### src/rtl/store_buffer_pkg.sv
// Shared types and helpers for the store buffer: funct3 encodings, byte-span
// decode and the queued store entry layout.
package store_buffer_pkg;

  localparam logic [2:0] F3_B  = 3'b000;
  localparam logic [2:0] F3_H  = 3'b001;
  localparam logic [2:0] F3_W  = 3'b010;
  localparam logic [2:0] F3_BU = 3'b100;
  localparam logic [2:0] F3_HU = 3'b101;

  // Entry addresses are held at a fixed width; only the low AW bits are significant.
  localparam int unsigned SB_ADDR_MAX = 16;

  typedef logic [SB_ADDR_MAX-1:0] sb_addr_t;

  typedef struct packed {
    sb_addr_t    addr;
    logic [31:0] data;
    logic [2:0]  funct3;
  } sb_entry_t;

  // Unknown encodings are treated as a full word so overlap checks stay conservative.
  function automatic logic [2:0] f3_span(input logic [2:0] f3);
    case (f3)
      F3_B, F3_BU: f3_span = 3'd1;
      F3_H, F3_HU: f3_span = 3'd2;
      default:     f3_span = 3'd4;
    endcase
  endfunction

endpackage

### src/rtl/store_buffer_overlap.sv
// Byte-level overlap test between one store entry and a load, with addresses
// wrapping modulo 2^AW.
module sb_overlap
  import store_buffer_pkg::*;
#(
  parameter int unsigned AW = 8
) (
  input  logic          ent_valid,
  input  sb_addr_t      ent_addr,
  input  logic [2:0]    ent_funct3,
  input  logic [AW-1:0] ld_addr,
  input  logic [2:0]    ld_funct3,
  output logic          overlap
);

  localparam sb_addr_t AMASK = sb_addr_t'((1 << AW) - 1);

  logic [2:0]  st_span;
  logic [2:0]  ld_span;
  logic [15:0] hit;
  sb_addr_t    st_byte;
  sb_addr_t    ld_byte;

  assign st_span = f3_span(ent_funct3);
  assign ld_span = f3_span(ld_funct3);

  always_comb begin
    hit     = '0;
    st_byte = '0;
    ld_byte = '0;
    for (int i = 0; i < 4; i++) begin
      for (int j = 0; j < 4; j++) begin
        st_byte = ent_addr + sb_addr_t'(i);
        ld_byte = sb_addr_t'(ld_addr) + sb_addr_t'(j);
        // Masking to AW bits gives the same wrap as the data memory.
        hit[i*4+j] = (3'(i) < st_span) && (3'(j) < ld_span) &&
                     (((st_byte ^ ld_byte) & AMASK) == '0);
      end
    end
  end

  assign overlap = ent_valid && (|hit);

endmodule

### src/rtl/store_buffer.sv
// Posted-write store queue: absorbs core stores, drains one per cycle in order,
// and lets non-conflicting loads take the single memory port first.
module store_buffer
  import store_buffer_pkg::*;
#(
  parameter int unsigned DEPTH = 4,
  parameter int unsigned AW    = 8
) (
  input  logic          clk,
  input  logic          rst_n,
  input  logic          st_valid,
  output logic          st_ready,
  input  logic [AW-1:0] st_addr,
  input  logic [31:0]   st_data,
  input  logic [2:0]    st_funct3,
  output logic          st_err,
  input  logic          ld_req,
  input  logic [AW-1:0] ld_addr,
  input  logic [2:0]    ld_funct3,
  output logic          ld_stall,
  output logic [31:0]   ld_data,
  output logic          mem_read,
  output logic          mem_write,
  output logic [AW-1:0] mem_addr,
  output logic [31:0]   mem_wdata,
  output logic [2:0]    mem_funct3,
  input  logic [31:0]   mem_rdata,
  output logic          sb_empty
);

  localparam int unsigned PW      = $clog2(DEPTH);
  localparam logic [PW:0]   DEPTH_C = DEPTH[PW:0];
  localparam logic [PW:0]   CNT_ONE = 1;
  localparam logic [PW-1:0] PTR_ONE = 1;

  sb_entry_t     ent_q [DEPTH];
  logic [PW-1:0] head_q, tail_q;
  logic [PW:0]   count_q, count_d;
  logic          st_err_q;

  logic             st_legal, st_in_valid, enq, pop, ld_go, ovl_any;
  logic [DEPTH-1:0] ent_valid;
  logic [DEPTH:0]   ovl;
  logic [PW-1:0]    off;
  sb_addr_t         st_in_addr;

  assign st_legal    = st_funct3 inside {F3_B, F3_H, F3_W};
  assign st_ready    = count_q < DEPTH_C;
  assign enq         = st_valid && st_ready && st_legal;
  assign st_in_valid = st_valid && st_legal;
  assign st_in_addr  = sb_addr_t'(st_addr);
  assign sb_empty    = (count_q == '0);
  assign st_err      = st_err_q;

  // Slot validity is derived from its distance to the head, so reset only clears pointers.
  always_comb begin
    ent_valid = '0;
    off       = '0;
    for (int i = 0; i < DEPTH; i++) begin
      off          = PW'(i) - head_q;
      ent_valid[i] = {1'b0, off} < count_q;
    end
  end

  for (genvar g = 0; g < DEPTH; g++) begin : g_ovl
    sb_overlap #(.AW(AW)) u_ovl (
      .ent_valid  (ent_valid[g]),
      .ent_addr   (ent_q[g].addr),
      .ent_funct3 (ent_q[g].funct3),
      .ld_addr    (ld_addr),
      .ld_funct3  (ld_funct3),
      .overlap    (ovl[g])
    );
  end

  // The store presented this cycle counts as older than the load.
  sb_overlap #(.AW(AW)) u_ovl_in (
    .ent_valid  (st_in_valid),
    .ent_addr   (st_in_addr),
    .ent_funct3 (st_funct3),
    .ld_addr    (ld_addr),
    .ld_funct3  (ld_funct3),
    .overlap    (ovl[DEPTH])
  );

  assign ovl_any  = |ovl;
  assign ld_go    = ld_req && !ovl_any;
  assign pop      = !ld_go && (count_q != '0);
  assign ld_stall = ld_req && ovl_any;

  always_comb begin
    mem_read   = 1'b0;
    mem_write  = 1'b0;
    mem_addr   = '0;
    mem_wdata  = '0;
    mem_funct3 = '0;
    ld_data    = '0;
    if (ld_go) begin
      mem_read   = 1'b1;
      mem_addr   = ld_addr;
      mem_funct3 = ld_funct3;
      ld_data    = mem_rdata;
    end else if (pop) begin
      mem_write  = 1'b1;
      mem_addr   = ent_q[head_q].addr[AW-1:0];
      mem_wdata  = ent_q[head_q].data;
      mem_funct3 = ent_q[head_q].funct3;
    end
  end

  always_comb begin
    count_d = count_q;
    if (enq && !pop) begin
      count_d = count_q + CNT_ONE;
    end else if (!enq && pop) begin
      count_d = count_q - CNT_ONE;
    end
  end

  always_ff @(posedge clk or negedge rst_n) begin
    if (!rst_n) begin
      head_q   <= '0;
      tail_q   <= '0;
      count_q  <= '0;
      st_err_q <= 1'b0;
    end else begin
      if (enq) tail_q <= tail_q + PTR_ONE;
      if (pop) head_q <= head_q + PTR_ONE;
      count_q  <= count_d;
      st_err_q <= st_valid && st_ready && !st_legal;
    end
  end

  always_ff @(posedge clk) begin
    if (enq) begin
      ent_q[tail_q] <= '{addr: st_in_addr, data: st_data, funct3: st_funct3};
    end
  end

endmodule

### config.mk
export PLATFORM = sky130hd
export DESIGN_NAME = store_buffer
export DESIGN_NICKNAME = d
export VERILOG_FILES = /design/src/rtl/store_buffer_pkg.sv /design/src/rtl/store_buffer_overlap.sv /design/src/rtl/store_buffer.sv
export SDC_FILE = /design/constraint.sdc
export NUM_CORES = 1
export LEC_CHECK = 0
export CORE_MARGIN = 2
export CORE_UTILIZATION = 40
export CTS_CLUSTER_DIAMETER = 100
export DETAILED_ROUTE_END_ITERATION = 7
export GPL_TIMING_DRIVEN = 0
export SETUP_SLACK_MARGIN = 0.4
export SYNTH_ARGS = -nofsm -noshare
export SYNTH_HDL_FRONTEND = slang
export SYNTH_SLANG_ARGS = --single-unit
### constraint.sdc
create_clock -name clk -period 5.8 [get_ports clk]
set_clock_uncertainty 0.05 [all_clocks]
set_input_delay 0.58 -clock clk [delete_from_list [all_inputs] [get_ports clk]]
set_output_delay 0.58 -clock clk [all_outputs]
set_load 0.05 [all_outputs]
# Yosys cells after proc, flatten, opt, wreduce, memory -nomap -nowiden
# Memory sizes are Yosys's and may differ from the RTL's.
# Index checks and enable logic that the tools add are counted.
word_totals:
  ff_bits: 8
  ramBits: 172
  inputBits: 90
  output_inout_bits: 81
  elab_cells: 466
  n_memories: 1
classes:
  addsub: 26
  order_cmp: 29
  n_eq_ne: 19
  muxes: 20
  bitwise: 80
  reduce_logical: 287
memory_table:
  columns: ["name", "words", "width", "read_ports", "rd_ports_with_merged_regs", "write_ports", "line", "rtl"]
  rows:
  - ["ent_q", 4, 43, 5, 0, 1, "store_buffer.sv:36", "sb_entry_t ent_q [DEPTH];"]
ops:
  columns: ["op", "count"]
  rows:
  - ["zero test 16 bit", 80]
  - ["XOR 8 bit", 80]
  - ["logical AND 1 bit", 174]
  - ["adder 8 x 2 -> 8 bit, second input constant", 12]
  - ["two-way mux 32 bit", 3]
  - ["OR reduction 16 bit", 5]
  - ["adder 8 x 1 -> 8 bit, second input constant", 6]
  - ["== test 3 bit, second input constant", 12]
  - ["less-than comparator 1 x 3 -> 1 bit, first input constant", 12]
  - ["less-than comparator 2 x 3 -> 1 bit, first input constant", 12]
  - ["case mux 3 bit (2 select lines)", 6]
  - ["OR reduction 2 bit", 12]
  - ["zero test 3 bit", 7]
  - ["== test 3 x 1 -> 1 bit, second input constant", 6]
  - ["two-way mux 8 bit", 2]
  - ["less-than comparator 2 x 3 -> 1 bit", 4]
  - ["two-way mux 3 bit", 4]
  - ["nonzero test 3 bit", 2]
  - ["zero test 1 bit", 5]
  - ["two-way mux 1 bit", 5]
  - ["OR reduction 5 bit", 1]
  - ["adder 2 x 1 -> 2 bit, second input constant", 2]
  - ["subtractor 1 x 2 -> 2 bit, first input constant", 2]
  - ["subtractor 2 bit, first input constant", 2]
  - ["5 further kinds", 5]

# Depth between registers and ports, before layout
# An unclocked memory read counts as a cell.
depth:
  word_depth: 17
  ltp_mapped: 23
  depth_no_buf: 19

# Modules after synthesis
# Synthesis repeated with hierarchy kept, for this count alone.
unflattened:
  hier_cells: 1961
  hier_area_um2: 18835.6
by_module_without_submodules:
  columns: ["module", "instances", "cells_each", "area_per_inst_um2", "seq_area_each_um2"]
  rows:
  - ["store_buffer", 1, 376, 7400.8, 5365.1]
  - ["sb_overlap (g_ovl[1].u_ovl ...)", 3, 312, 2259.7, 0.0]
  - ["sb_overlap (g_ovl[0].u_ovl)", 1, 328, 2336.0, 0.0]
  - ["sb_overlap (u_ovl_in)", 1, 321, 2319.7, 0.0]

# Worst setup path after synthesis
# OpenSTA, ideal clock, no wires.
synth_path:
  kind: "reg-to-output"
  from: "register head_q[0]"
  to: "output port mem_addr[0]"
  t_arrival_ns: 4.777
  t_required_ns: 5.170
  slack_ns: 0.393
  path_stages_with_launch: 18
  path_buffers: 4
  path_cell_list: "dfrtp_1 > buf_1 > clkbuf_1 > buf_1 > xor2_1 > inv_1 > ha_1 > nor2b_1 > a221o_1 > nor3_1 > nand3_1 > nor4_1 > a31oi_1 > nand4_1 > nor4_4 > and2_1 > buf_4 > o21ai_1"
synth_between:
  elab_chain_len: 10
  elab_cells_between_ends: 20
  cone_classes: "add/sub (4); order compare (4); mux (2); reduce/logical (9); memory (1)"
synth_lines:
  columns: ["item", "line", "rtl"]
  rows:
  - ["start, declared", "store_buffer.sv:37", "logic [PW-1:0] head_q, tail_q;"]
  - ["start signal, assigned", "store_buffer.sv:128", "if (pop) head_q <= head_q + PTR_ONE;"]
  - ["subtractor 1 x 2 -> 2 bit / subtractor 2 bit (equally long branches)", "store_buffer.sv:60", "off = PW'(i) - head_q;"]
  - ["less-than comparator 2 x 3 -> 1 bit", "store_buffer.sv:61", "ent_valid[i] = {1'b0, off} < count_q;"]
  - ["logical AND 1 bit", "store_buffer_overlap.sv:42", "assign overlap = ent_valid && (|hit);"]
  - ["OR reduction 5 bit", "store_buffer.sv:86", "assign ovl_any = |ovl;"]
  - ["zero test 1 bit", "store_buffer.sv:87", "assign ld_go = ld_req && !ovl_any;"]
  - ["logical AND 1 bit", "store_buffer.sv:87", null]
  - ["zero test 1 bit", "store_buffer.sv:88", "assign pop = !ld_go && (count_q != '0);"]
  - ["logical AND 1 bit", "store_buffer.sv:88", null]
  - ["two-way mux 8 bit", "store_buffer.sv:103", "end else if (pop) begin"]
  - ["two-way mux 8 bit (*)", "store_buffer.sv:98", "if (ld_go) begin"]
  - ["end, declared", "store_buffer.sv:24", "output logic [AW-1:0] mem_addr,"]
# Every way passes the cells marked *; elsewhere a longest branch is shown, timed or not.

# Worst setup path after layout
layout_path:
  from: "input port ld_addr[5]"
  to: "output port mem_wdata[16]"
layout_between:
  elab_chain_len: 13
  elab_cells_between_ends: 260
  cone_classes: "add/sub (3); mux (2); bitwise (80); reduce/logical (175)"
layout_lines:
  columns: ["item", "line", "rtl"]
  rows:
  - ["start, declared", "store_buffer.sv:18", "input logic [AW-1:0] ld_addr,"]
  - ["adder 8 x 1 -> 8 bit / adder 8 x 2 -> 8 bit (equally long branches)", "store_buffer_overlap.sv:34", "ld_byte = sb_addr_t'(ld_addr) + sb_addr_t'(j);"]
  - ["XOR 8 bit", "store_buffer_overlap.sv:37", "(((st_byte ^ ld_byte) & AMASK) == '0);"]
  - ["zero test 16 bit", "store_buffer_overlap.sv:37", null]
  - ["logical AND 1 bit", "store_buffer_overlap.sv:36", "hit[i*4+j] = (3'(i) < st_span) && (3'(j) < ld_span) &&"]
  - ["OR reduction 16 bit", "store_buffer_overlap.sv:42", null]
  - ["logical AND 1 bit", "store_buffer_overlap.sv:42", null]
  - ["OR reduction 5 bit (*)", "store_buffer.sv:86", null]
  - ["zero test 1 bit (*)", "store_buffer.sv:87", null]
  - ["logical AND 1 bit (*)", "store_buffer.sv:87", null]
  - ["zero test 1 bit", "store_buffer.sv:88", null]
  - ["logical AND 1 bit", "store_buffer.sv:88", null]
  - ["two-way mux 32 bit", "store_buffer.sv:103", null]
  - ["two-way mux 32 bit (*)", "store_buffer.sv:98", null]
  - ["end, declared", "store_buffer.sv:25", "output logic [31:0] mem_wdata,"]
# Marks and branches as above.

==> metrics <==
# nets final around 2200; FF+latch count, synth 180; clock root cell clkbuf_16; DRC viols 0; first-pass GRT wire length approximately 110 mm; max-slew violations 0; Max-Cap Viols 0; gr usage total about a third; worst-case reg-to-reg path depth 21; hold_buf cts 0; Worst Max-Slew Pin Slew 1.22 ns; clk buf depth 2; worst skew pair latency around 0.46 ns; ys flop type edfxtp_1; Setup TNS 0 ns; gr ovfl total 0; fin crit period roughly 5.4 ns; CP max-delay cell xnor2_1; Worst VDD drop between 300 and 400 uV; Commonest cells post-synth xnor2_1 (319), xor2_1 (200), edfxtp_1 (172); Routed Wire Length between 70 and 80 mm; Synthesis Warnings 0; CP startpoint ld_addr[5]; Post-Synthesis Net Count around 1900; Synth area leaders edfxtp_1 (30%), xnor2_1 (16%), xor2_1 (10%), mux4_2 (5.6%), ha_1 (3.2%); crit-path max FO 10; via count roughly 16000; post-synth top area share between 20 and 30%; core area roughly 43000 sq um; Fmax 0.185 GHz; slew margin rel. 18.1%; Die Wd 212 um; most frequent cell after synthesis xnor2_1; Synth async-reset ratio under 10%; Synth cell types 88; vias in the first global route 15767; Setup Crit Path Kind in -> out; HP Class in -> async; Final GP Congestion between 1 and 1.5; Die H approximately 210 um; Site Rows between 70 and 80; CP Buf/Inv Count 6; TritonCTS clock tree done; largest net degree at the start of global routing 34; Initial Utilization between 40% and 50%; initial antenna violation count 1; RSZ-0062 raised after global routing true; CP peak stage delay 1.00 ns; Final Cycle Share between 90 and 100%; Pleak just under 8 nW; Post-Synthesis Cells 1778; required time of the critical path between 5 and 6 ns; first-pass iteration count of the detailed router 6; CTS Buf Count 17; Iter 0 DRT Violations 1883; post-synthesis sequential area ratio between 30 and 40%; DP HPWL between 50 and 60 mm; Synth area leader edfxtp_1; capturing element type of the critical path output pin; Post-synth EDFFs about 170; R2R Path Start ent_q[0][40]; port bufs around 170; vias per cell a little over 6; CP arrival ~4.8 ns; total chip power 6.43 mW; Finished Layout Cells between 2000 and 3000; Top Ports about 170; status finished, final reports clean; Reg-to-Reg End count_q[2]; Reg clk slew, reported paths around 0.080 ns; clock sinks 180; fraction of layout cells with a size suffix above 1 23.3%; diode count 0; Worst Setup Start Kind input port; Mean Syn Cell Area 9.71 sq um; Wirelength per Cell around 29 um; worst path cell trace clkdlybuf4s50_1, xnor2_1, xnor2_1, or4_1, nor3_1, o21ai_1, a41oi_2, buf_6, nor4_4, buf_4, a21oi_4, buf_12, clkbuf_8, and2_1, buf_6; dpl cells 2534; Hold Violations, Final 0; Max H-tree Level 4; Top Family by Delay on Critical Path buffers and inverters; Cell Area, Synth ~17000 sq um; final setup vio count 0; die area approximately 45000 sq um; Layout area overhead 29.5%; reg-to-reg slack, setup 0.78 ns; Routed Antenna Nets 0; PD cells 287 nW/um^2
final cells by class:
cell class                      count  area (sq um)
Timing Repair Buffer              249          2370
Clock buffer                       17           425
Buffer                            135          1000
Sequential cell                   180          5370
Multi-Input combinational cell   1420         12100
Fill cell                        3902         20500
Tap cell                          585           732
Clock inverter                     15           195
Inverter                           43           165
logic make-up (layout without fill, tap and decap cells):
group	count (synthesis)	in the layout	synth area share (%)
fa+ha+maj	45	45	3.30
buf+inv	178	459	4.31
mux	55	55	6.33
simple gates	583	583	18.8
flops	180	180	31.1
xor+xnor	535	535	28.0
compound gates	202	202	8.17
stage by stage:
stage | worst slack (ns) | hold WS (ns) | cell area (sq um) | utilization (%)
after global placement | -3.36 | 0.544 | 19700 | 45.8
after floorplan | 0.393 | 0.234 | 17300 | -
final | 0.404 | 0.362 | 22400 | 52.1
after global routing | 0.382 | 0.387 | 22400 | 52.1
after CTS | 0.404 | 0.342 | 21800 | 50.7
after detailed placement | -3.30 | 0.556 | 19800 | 46.1
worst max path at each step:
stage / endpoint / slack (ns) / cells after the start
2_1_floorplan: mem_addr[0] / 0.39 / 17
3_3_place_gp: mem_wdata[18] / -3.36 / 19
3_5_place_dp: mem_wdata[18] / -3.30 / 19
4_1_cts: ld_data[1] / 0.40 / 17
5_1_grt: mem_funct3[1] / 0.38 / 22
6_report: mem_wdata[16] / 0.40 / 15
sequential cells by signal, summed over array words and instances, names as in the netlist:
register and count:
st_err 1, tail_q 2, count_q 3, head_q 2, ent_q 172
layer usage:
layer / vias up / routed length [um] / global-route usage, %
li1: 6953 / - / -
met2: 1044 / 32800 / 50.4
met4: 2 / 5590 / 21.8
met5: - / 13 / 0
met1: 7776 / 29700 / 43.6
met3: 308 / 7510 / 7.52
where the power goes:
group          internal, mW  switching (mW)  total (mW)
clock network         0.590           0.596        1.19
logic                  1.43            2.23        3.66
registers              1.52          0.0571        1.58
total                  3.54            2.89        6.43
repair_timing:
item | in CTS | in global routing
endpoints found under the setup margin | 83 | 80
buffers inserted | 62 | 15
resized for setup | 681 | 148
gates cloned | 0 | 1
pin swaps | 30 | 25
worst register-to-register path, delay by kind of cell, from the launching register on:
| kind | cells | cell delay (ns) |
|---|---|---|
| buffers and inverters | 7 | 1.05 |
| flip-flops | 1 | 0.35 |
| adder cells (fa/ha/maj) | 2 | 0.53 |
| XOR/XNOR | 4 | 1.57 |
| AND/OR/NAND/NOR | 5 | 1.05 |
| AO/OA/AOI/OAI | 3 | 0.34 |
placed cells by master, fill, tap and decap left out, types with 10 or more instances in the layout:
cell,instances
xnor2_1,291
xor2_1,190
edfxtp_1,172
buf_4,93
nor2_1,79
clkdlybuf4s50_1,79
nand2_1,76
nand3_1,66
buf_6,53
nor3_1,51
nor4_1,49
nand4_1,45
mux4_2,43
ha_1,42
inv_1,41
and3_1,38
clkbuf_1,36
nand2b_1,35
a21oi_1,33
o21ai_0,28
clkbuf_2,27
buf_2,27
and2_1,27
clkbuf_4,24
clkbuf_16,19
xnor2_2,19
o211ai_1,17
xnor2_4,16
or4_1,16
buf_12,15
xor2_2,13
or3_1,11
a211oi_1,11
a31oi_1,10
Note: power is estimated with default switching activity, not from simulation.
